--- src/rtl/video_sync_receiver.sv ---
// Sync receiver: rebuilds source x/y counters from hsync/vsync,
// checks every sync edge and emits locked per-pixel coordinates.
module video_sync_receiver #(
  parameter int H_VISIBLE = 640,
  parameter int H_FRONT   = 16,
  parameter int H_SYNC    = 96,
  parameter int H_BACK    = 48,
  parameter int V_VISIBLE = 480,
  parameter int V_FRONT   = 10,
  parameter int V_SYNC    = 2,
  parameter int V_BACK    = 33
) (
  input  logic                         clk,
  input  logic                         rst,
  input  logic                         hsync,
  input  logic                         vsync,
  input  logic [3:0]                   r,
  input  logic [3:0]                   g,
  input  logic [3:0]                   b,
  output logic                         pixel_valid,
  output logic [$clog2(H_VISIBLE)-1:0] position_x,
  output logic [$clog2(V_VISIBLE)-1:0] position_y,
  output logic [3:0]                   r_out,
  output logic [3:0]                   g_out,
  output logic [3:0]                   b_out,
  output logic                         frame_start,
  output logic                         locked,
  output logic [15:0]                  error_count,
  output logic [31:0]                  frame_count
);

  localparam int WHOLE_LINE  = H_VISIBLE + H_FRONT + H_SYNC + H_BACK;
  localparam int WHOLE_FRAME = V_VISIBLE + V_FRONT + V_SYNC + V_BACK;
  localparam int HS_START    = H_VISIBLE + H_FRONT;
  localparam int HS_END      = HS_START + H_SYNC;
  localparam int VS_START    = V_VISIBLE + V_FRONT;
  localparam int VS_END      = VS_START + V_SYNC;

  localparam int XW  = $clog2(WHOLE_LINE);
  localparam int YW  = $clog2(WHOLE_FRAME);
  localparam int PXW = $clog2(H_VISIBLE);
  localparam int PYW = $clog2(V_VISIBLE);

  localparam logic [XW-1:0] X_LAST  = XW'(WHOLE_LINE - 1);
  localparam logic [XW-1:0] X_HSS   = XW'(HS_START);
  localparam logic [XW-1:0] X_HSE   = XW'(HS_END);
  localparam logic [XW-1:0] X_VIS   = XW'(H_VISIBLE);
  localparam logic [YW-1:0] Y_LAST  = YW'(WHOLE_FRAME - 1);
  localparam logic [YW-1:0] Y_VSS   = YW'(VS_START);
  localparam logic [YW-1:0] Y_VSE   = YW'(VS_END);
  localparam logic [YW-1:0] Y_VIS   = YW'(V_VISIBLE);

  logic          hs_q, vs_q, hs_prev_q, vs_prev_q;
  logic [3:0]    r_q, g_q, b_q;
  logic [XW-1:0] x_q, x_d, x_e;
  logic [YW-1:0] y_q, y_d, y_e;
  logic          h_al_q, h_al_d, v_al_q, v_al_d;
  logic [1:0]    good_vs_q, good_vs_d;
  logic          locked_d;
  logic [15:0]   err_cnt_d;
  logic [31:0]   frame_cnt_d;
  logic          hs_fall, hs_rise, vs_fall, vs_rise;
  logic          x_wrap, x_at0, err;
  logic          valid_d, fstart_d;

  // Stage 1: register raw sync and colour; keep previous sync for edges
  always_ff @(posedge clk) begin
    if (rst) begin
      hs_q      <= 1'b1;
      vs_q      <= 1'b1;
      hs_prev_q <= 1'b1;
      vs_prev_q <= 1'b1;
      r_q       <= '0;
      g_q       <= '0;
      b_q       <= '0;
    end else begin
      hs_prev_q <= hs_q;
      vs_prev_q <= vs_q;
      hs_q      <= hsync;
      vs_q      <= vsync;
      r_q       <= r;
      g_q       <= g;
      b_q       <= b;
    end
  end

  // Edge checks, counter prediction/snap and lock bookkeeping
  always_comb begin
    hs_fall = hs_prev_q & ~hs_q;
    hs_rise = ~hs_prev_q & hs_q;
    vs_fall = vs_prev_q & ~vs_q;
    vs_rise = ~vs_prev_q & vs_q;

    x_e    = hs_fall ? X_HSS : x_q;
    y_e    = vs_fall ? Y_VSS : y_q;
    x_at0  = (x_e == '0);
    x_wrap = (x_e == X_LAST);

    err = 1'b0;
    if (h_al_q) begin
      if (hs_fall && x_q != X_HSS) err = 1'b1;
      if (!hs_fall && x_q == X_HSS) err = 1'b1;
      if (hs_rise && x_q != X_HSE) err = 1'b1;
    end
    if (v_al_q) begin
      if (vs_fall && (y_q != Y_VSS || !x_at0)) err = 1'b1;
      if (!vs_fall && x_at0 && y_q == Y_VSS) err = 1'b1;
      if (vs_rise && (y_q != Y_VSE || !x_at0)) err = 1'b1;
    end

    x_d = x_wrap ? '0 : x_e + XW'(1);
    y_d = y_e;
    if (x_wrap) y_d = (y_e == Y_LAST) ? '0 : y_e + YW'(1);

    h_al_d = h_al_q | hs_fall;
    v_al_d = v_al_q | vs_fall;

    good_vs_d = good_vs_q;
    if (err) good_vs_d = 2'd0;
    else if (vs_fall && good_vs_q != 2'd3) good_vs_d = good_vs_q + 2'd1;
    locked_d = good_vs_d[1];

    err_cnt_d = error_count;
    if (err && error_count != 16'hFFFF) err_cnt_d = error_count + 16'd1;

    frame_cnt_d = frame_count;
    if (locked_d && x_wrap && y_e == Y_LAST) frame_cnt_d = frame_count + 32'd1;

    valid_d  = locked_d & (x_e < X_VIS) & (y_e < Y_VIS);
    fstart_d = valid_d & x_at0 & (y_e == '0);
  end

  // Tracking state and stage-2 registered outputs
  always_ff @(posedge clk) begin
    if (rst) begin
      x_q         <= '0;
      y_q         <= '0;
      h_al_q      <= 1'b0;
      v_al_q      <= 1'b0;
      good_vs_q   <= 2'd0;
      locked      <= 1'b0;
      error_count <= '0;
      frame_count <= '0;
      pixel_valid <= 1'b0;
      position_x  <= '0;
      position_y  <= '0;
      r_out       <= '0;
      g_out       <= '0;
      b_out       <= '0;
      frame_start <= 1'b0;
    end else begin
      x_q         <= x_d;
      y_q         <= y_d;
      h_al_q      <= h_al_d;
      v_al_q      <= v_al_d;
      good_vs_q   <= good_vs_d;
      locked      <= locked_d;
      error_count <= err_cnt_d;
      frame_count <= frame_cnt_d;
      pixel_valid <= valid_d;
      position_x  <= x_e[PXW-1:0];
      position_y  <= y_e[PYW-1:0];
      r_out       <= valid_d ? r_q : 4'd0;
      g_out       <= valid_d ? g_q : 4'd0;
      b_out       <= valid_d ? b_q : 4'd0;
      frame_start <= fstart_d;
    end
  end

endmodule

--- config.mk ---
export PLATFORM = sky130hd
export DESIGN_NAME = video_sync_receiver
export DESIGN_NICKNAME = d
export VERILOG_FILES = /design/src/rtl/video_sync_receiver.sv
export SDC_FILE = /design/constraint.sdc
export NUM_CORES = 1
export LEC_CHECK = 0
export CAP_MARGIN = 0
export CORE_MARGIN = 5
export CORE_UTILIZATION = 37
export CTS_BUF_LIST = sky130_fd_sc_hd__clkbuf_4
export CTS_CLUSTER_DIAMETER = 50
export DETAILED_ROUTE_END_ITERATION = 10
export PLACE_DENSITY_LB_ADDON = 0.05
export SLEW_MARGIN = 10
export SYNTH_ARGS = -nofsm -noshare
export SYNTH_HDL_FRONTEND = slang
export SYNTH_SLANG_ARGS = --single-unit
export TNS_END_PERCENT = 100
--- constraint.sdc ---
create_clock -name clk -period 3.3 [get_ports clk]
set_clock_uncertainty 0.1 [all_clocks]
set_input_delay 0.495 -clock clk [delete_from_list [all_inputs] [get_ports clk]]
set_output_delay 0.495 -clock clk [all_outputs]
set_load 0.05 [all_outputs]
After elaboration in Yosys (flattened, before gate mapping)
Index checks and enable logic that the tools add are counted.
Word-level totals
  register bits after elaboration: 121
  output and inout bits: 82
Operators by class
  add/subtract/negate cells: 5
  $lt $le $gt $ge: 2
  equality and inequality tests: 10
  muxes and demuxes: 14
  bitwise operators: 15
  reduce and logical (&&, ||, !) cells: 21
Operators by type and width (count)
  $mux W10: 4
  $add A32 B1 Y32 const B: 1
  $eq A10 B10 Y1 const B: 3
  $add A10 B1 Y10 const B: 2
  $logic_not A10 Y1: 2
  $ne A10 B10 Y1 const B: 2
  $ne A10 B9 Y1 const B: 2
  $add A16 B1 Y16 const B: 1
  $ne A16 B16 Y1 const B: 1
  $logic_and A1 B1 Y1: 11
  $eq A10 B9 Y1 const B: 1
  $lt A10 B10 Y1 const B: 1
  $lt A10 B9 Y1 const B: 1
  $and A1 B1 Y1: 8
  $mux W1: 8
  $reduce_or A2 Y1: 3
  $not A1 Y1: 5
  $mux W2: 2
  $logic_not A1 Y1: 3
  $add A2 B1 Y2 const B: 1
  $logic_or A1 B1 Y1: 2
  $ne A2 B2 Y1 const B: 1
  $or A1 B1 Y1: 2

Logic depth before layout (Yosys ltp)
  depth in word-level cells: 16
  gate-level depth with buffers: 14

Least setup slack after synthesis
No wires, ideal clock.
  kind: register -> register
  start point: register vs_q
  end point: register frame_count[30]
  setup time: 70 ps
  data arrival time: 2828 ps
  data required time: 3130 ps
  slack: 302 ps
  stages on the path, launching flop included: 13
  path buffers: 2
  clock period less this slack: 2998 ps
  cells stage by stage: dfxtp_1 -> nand2b_1 -> clkbuf_1 -> nand2_1 -> ha_1 -> or4b_1 -> nor3_2 -> and4_1 -> nand2b_2 -> or4_4 -> buf_6 -> or4_1 -> a21oi_1
On the way
  cells in the longest elaborated chain, start to end: 11
  elaborated cells between the ends (all ways): 19
Ends and longest elaborated chain
  from (decl): RTL line 53  | logic hs_q, vs_q, hs_prev_q, vs_prev_q;
  from (signal assigned): RTL line 80  | vs_q <= vsync;
  $not A1 Y1: RTL line 91  | vs_fall = vs_prev_q & ~vs_q;
  $and A1 B1 Y1: RTL line 91
  $logic_not A1 Y1: RTL line 107  | if (!vs_fall && x_at0 && y_q == Y_VSS) err = 1'b1;
  $logic_and A1 B1 Y1 (2 in a row): RTL line 107
  $mux W1: RTL line 107
  $mux W1: RTL line 108  | if (vs_rise && (y_q != Y_VSE || !x_at0)) err = 1'b1;
  $mux W1: RTL line 105  | if (v_al_q) begin
  $mux W2: RTL line 119  | if (err) good_vs_d = 2'd0;
  $logic_and A1 B1 Y1: RTL line 127  | if (locked_d && x_wrap && y_e == Y_LAST) frame_cnt_d = frame_count + 32'd1;
  $logic_and A1 B1 Y1 (*): RTL line 127
  to (signal assigned): RTL line 159  | frame_count <= frame_cnt_d;
  to (decl): RTL line 29  | output logic [31:0] frame_count
Every way passes the cells marked *; elsewhere a longest branch is shown, timed or not.
A chain may end at the register's enable or synchronous reset.

Final worst setup path
  start point: register vs_prev_q
  end point: register frame_count[28]
On the way
  cells in the longest elaborated chain, start to end: 10
  elaborated cells between the ends (all ways): 19
Ends and longest elaborated chain
  from (decl): RTL line 53
  from (signal assigned): RTL line 78  | vs_prev_q <= vs_q;
  $and A1 B1 Y1: RTL line 91
  $logic_not A1 Y1: RTL line 107
  $logic_and A1 B1 Y1 (2 in a row): RTL line 107
  $mux W1: RTL line 107
  $mux W1: RTL line 108
  $mux W1: RTL line 105
  $mux W2: RTL line 119
  $logic_and A1 B1 Y1: RTL line 127
  $logic_and A1 B1 Y1 (*): RTL line 127
Marked as above.

==> impl_metrics.tcl <==
set metrics [dict create \
    arrival_ns 3.50 \
    pwr-share-seq 0.536 \
    synthCells 582 \
    max_stage_delay_ns 0.59 \
    reg2reg_from "vs_prev_q$_SDFF_PP1_" \
    crit_fanout 6 \
    reg2reg_to "frame_count[28]$_SDFFE_PP0P_" \
    drive_above_1_share 0.117 \
    dr.pass1.iters 5 \
    startpoint "vs_prev_q$_SDFF_PP1_" \
    grt_pass1_vias 4355 \
    syn_to_final_growth_pct 30.0 \
    seq_area_um2 2420 \
    initial_core_util 0.373 \
    port_buffers 97 \
    ios 98 \
    cellInternalPower_uw 2110 \
    finalWirelength_um 13500 \
    clkPwrFrac 0.384 \
    ff2ff_path_depth 10 \
    synth_cell_types 51 \
    drt-initial-drc-count 298 \
    vias_per_cell 5.21 \
    r2r_slack_ns 0.17 \
    nFillCells 1338 \
    powerDensity_nw_per_um2 427 \
    maxCapViolCount 0 \
    clkTransAtPathRegs_ns 0.11 \
    cp-start-kind "register" \
    hold_path.class "input pin to register" \
    setup_viol 0 \
    dieArea_um2 16300 \
    synth_edf_count 0 \
    dr_total_vias 4589 \
    cpLargestDelayFamily "simple AND/OR/NAND/NOR gates" \
    yosys_warnings 0 \
    grt_usage 0.164 \
    async_flop_share 0 \
    finalWorstSetupSlack_ns 0.173 \
    worst-path-stages 10 \
    crit_chain "nor2b_1, nor2_2, ha_1, or4b_1, nor3_2, and4_1, nand2b_2, or4_4, or4_1, a21oi_1" \
    ir_drop_uv 181 \
    p_sw_frac 0.258 \
    path_buf_inv 0 \
    cts_hold_buf 0 \
    slew_headroom 0.618 \
    status "finished, final reports clean" \
    critical_path_required_ns 3.67 \
    finalCritPeriodShare 0.948 \
    gr-total-overflow 0 \
    fp-row-count 43 \
    critPathSlowestCell "or4_4" \
    ys_seq_elements 121 \
    grt_pass1_wl_um 21800 \
    drc 0 \
    fmax_mhz 320 \
    synthFlopType "dfxtp_1" \
    placedCellCount 845 \
    max-clock-path-buffers 2 \
    min_from "rst" \
    p_comb_frac 0.079 \
    netlist_area_um2 5120 \
    cts_buffers 17 \
    diodes 0 \
    final_cell_mix "dfxtp_1, clkdlybuf4s50_1, nor2_1" \
    crit_path_end "frame_count[28]$_SDFFE_PP0P_" \
    multi_input_area_um2 2560 \
    switchingPower_uw 732 \
    instances_no_fill 880 \
    cts_tree "built" \
    coreArea_um2 13700 \
    min_period_ns 3.13 \
    cts.sinks 121 \
    dp_hpwl_um 9080 \
    root_buffer "clkbuf_4" \
    antenna_found_initial 0 \
    wl_per_cell_um 15.3 \
    clk_latency_ns 0.54 \
    nNetsFinal 711 \
    gp_congestion 0.855 \
    die_w_um 128 \
    avgSynthCellArea_um2 8.80 \
    hold_viol_final 0 \
    p_leak_uw 0.00234 \
    final_common_cell "dfxtp_1" \
    post-place-ws_ns 0.0860 \
    cp-end-kind "register" \
    grt_max_degree 51 \
    max_slew.worst_pin.slew_ns 0.571 \
    ys_seq_area_frac 0.473 \
    ant_nets 0 \
    h-tree-depth 4 \
    path_class "register to register" \
    drv_slew 0 \
    die_h_um 128 \
    syn_nets 605 \
]
==> worst min-delay path by stage <==
stage / endpoint / cells after the start / slack [ns]
2_1_floorplan: b_out[0]$_SDFF_PP0_ / 1 / 0.31
4_1_cts: position_x[2]$_SDFF_PP0_ / 3 / 0.24
6_report: position_x[6]$_SDFF_PP0_ / 3 / 0.26
3_3_place_gp: b_out[1]$_SDFF_PP0_ / 1 / 0.31
3_5_place_dp: g_out[0]$_SDFF_PP0_ / 1 / 0.31
5_1_grt: position_x[2]$_SDFF_PP0_ / 3 / 0.24
==> metal layers <==
metal,track usage,routed length (um),vias up
li1,-,-,2280
met1,0.218,6410,2170
met2,0.257,6070,121
met3,0.0527,823,18
met4,0.0487,197,0
met5,0,0,-
==> flip-flops by register name (all words and copies together), names as in the netlist, 4 cells and up <==
name,cells
error_count,16
b_out,4
g_out,4
r_q,4
b_q,4
position_x,10
frame_count,32
x_q,10
r_out,4
y_q,10
position_y,9
g_q,4
==> cells by family (layout without fill, tap and decap cells) <==
group                    Yosys count  after routing  synth area share
XOR/XNOR                          23             23            0.0393
adder cells (fa/ha/maj)            7              7            0.0171
AO/OA/AOI/OAI                     86             86             0.102
multiplexers                       9              9            0.0191
flip-flops                       121            121             0.473
buffers and inverters             44            160            0.0349
AND/OR/NAND/NOR                  292            294             0.315
==> power by group through the flow <==
stage / sequential [uW] / combinational, uW / clock, uW
finish: 1520 / 226 / 1090
CTS: 1520 / 221 / 1120
floorplan: 1590 / 103 / 0
detailed placement: 1560 / 220 / 0
global route: 1530 / 249 / 1190
global placement: 1560 / 217 / 0
==> per-stage QoR <==
stage / setup TNS, ns / total power (uW) / utilization / hold slack, ns / cell area, um2
after global routing: -0.0478 / 2970 / 0.485 / 0.240 / 6660
after global placement: 0 / 1770 / 0.460 / 0.308 / 6300
after CTS: 0 / 2870 / 0.481 / 0.236 / 6600
after detailed placement: 0 / 1780 / 0.460 / 0.311 / 6300
final: 0 / 2840 / 0.485 / 0.263 / 6660
after floorplan: 0 / 1690 / - / 0.306 / 5120
==> layout make-up <==
cell class | count | area share
multi-input cells | 419 | 0.385
well taps | 180 | 0.0338
inverters | 14 | 0.00789
clock buffers | 18 | 0.0203
flip-flops and latches | 121 | 0.364
repair buffers | 115 | 0.165
clock inverters | 13 | 0.0233
==> worst register-to-register path, stage by stage, from the launching register on <==
cell	delay [ns]
dfxtp_1	0.33
nor2b_1	0.14
nor2_2	0.14
ha_1	0.16
or4b_1	0.45
nor3_2	0.19
and4_1	0.27
nand2b_2	0.13
or4_4	0.59
or4_1	0.42
a21oi_1	0.14
==> repair_timing <==
action                     4_1_cts  5_1_grt
setup endpoints to repair        0       37
gates resized for setup          0        8
setup buffers                    0        2
==> Yosys cell counts (3+ instances only) <==
cell type | n | area, um2
dfxtp_1 | 121 | 2420
nor2_1 | 73 | 274
a21oi_1 | 42 | 210
nand2_1 | 30 | 113
nand3_1 | 28 | 140
nand4_1 | 27 | 169
clkbuf_1 | 24 | 90.1
nor2b_1 | 21 | 131
and2_1 | 20 | 125
nor3_1 | 15 | 75.1
o21ai_0 | 15 | 75.1
or4_1 | 15 | 113
inv_1 | 14 | 52.6
o31ai_1 | 14 | 105
or3_1 | 14 | 87.6
xnor2_1 | 14 | 123
and3_1 | 9 | 56.3
xor2_1 | 9 | 78.8
nand2b_1 | 8 | 50.1
ha_1 | 7 | 87.6
mux2_2 | 6 | 67.6
nor4_1 | 6 | 37.5
a31o_2 | 5 | 43.8
or2_2 | 5 | 31.3
and4_1 | 4 | 35.0
mux2i_1 | 3 | 30.0
nor3b_1 | 3 | 22.5
Power figures use the tool's default switching activity.
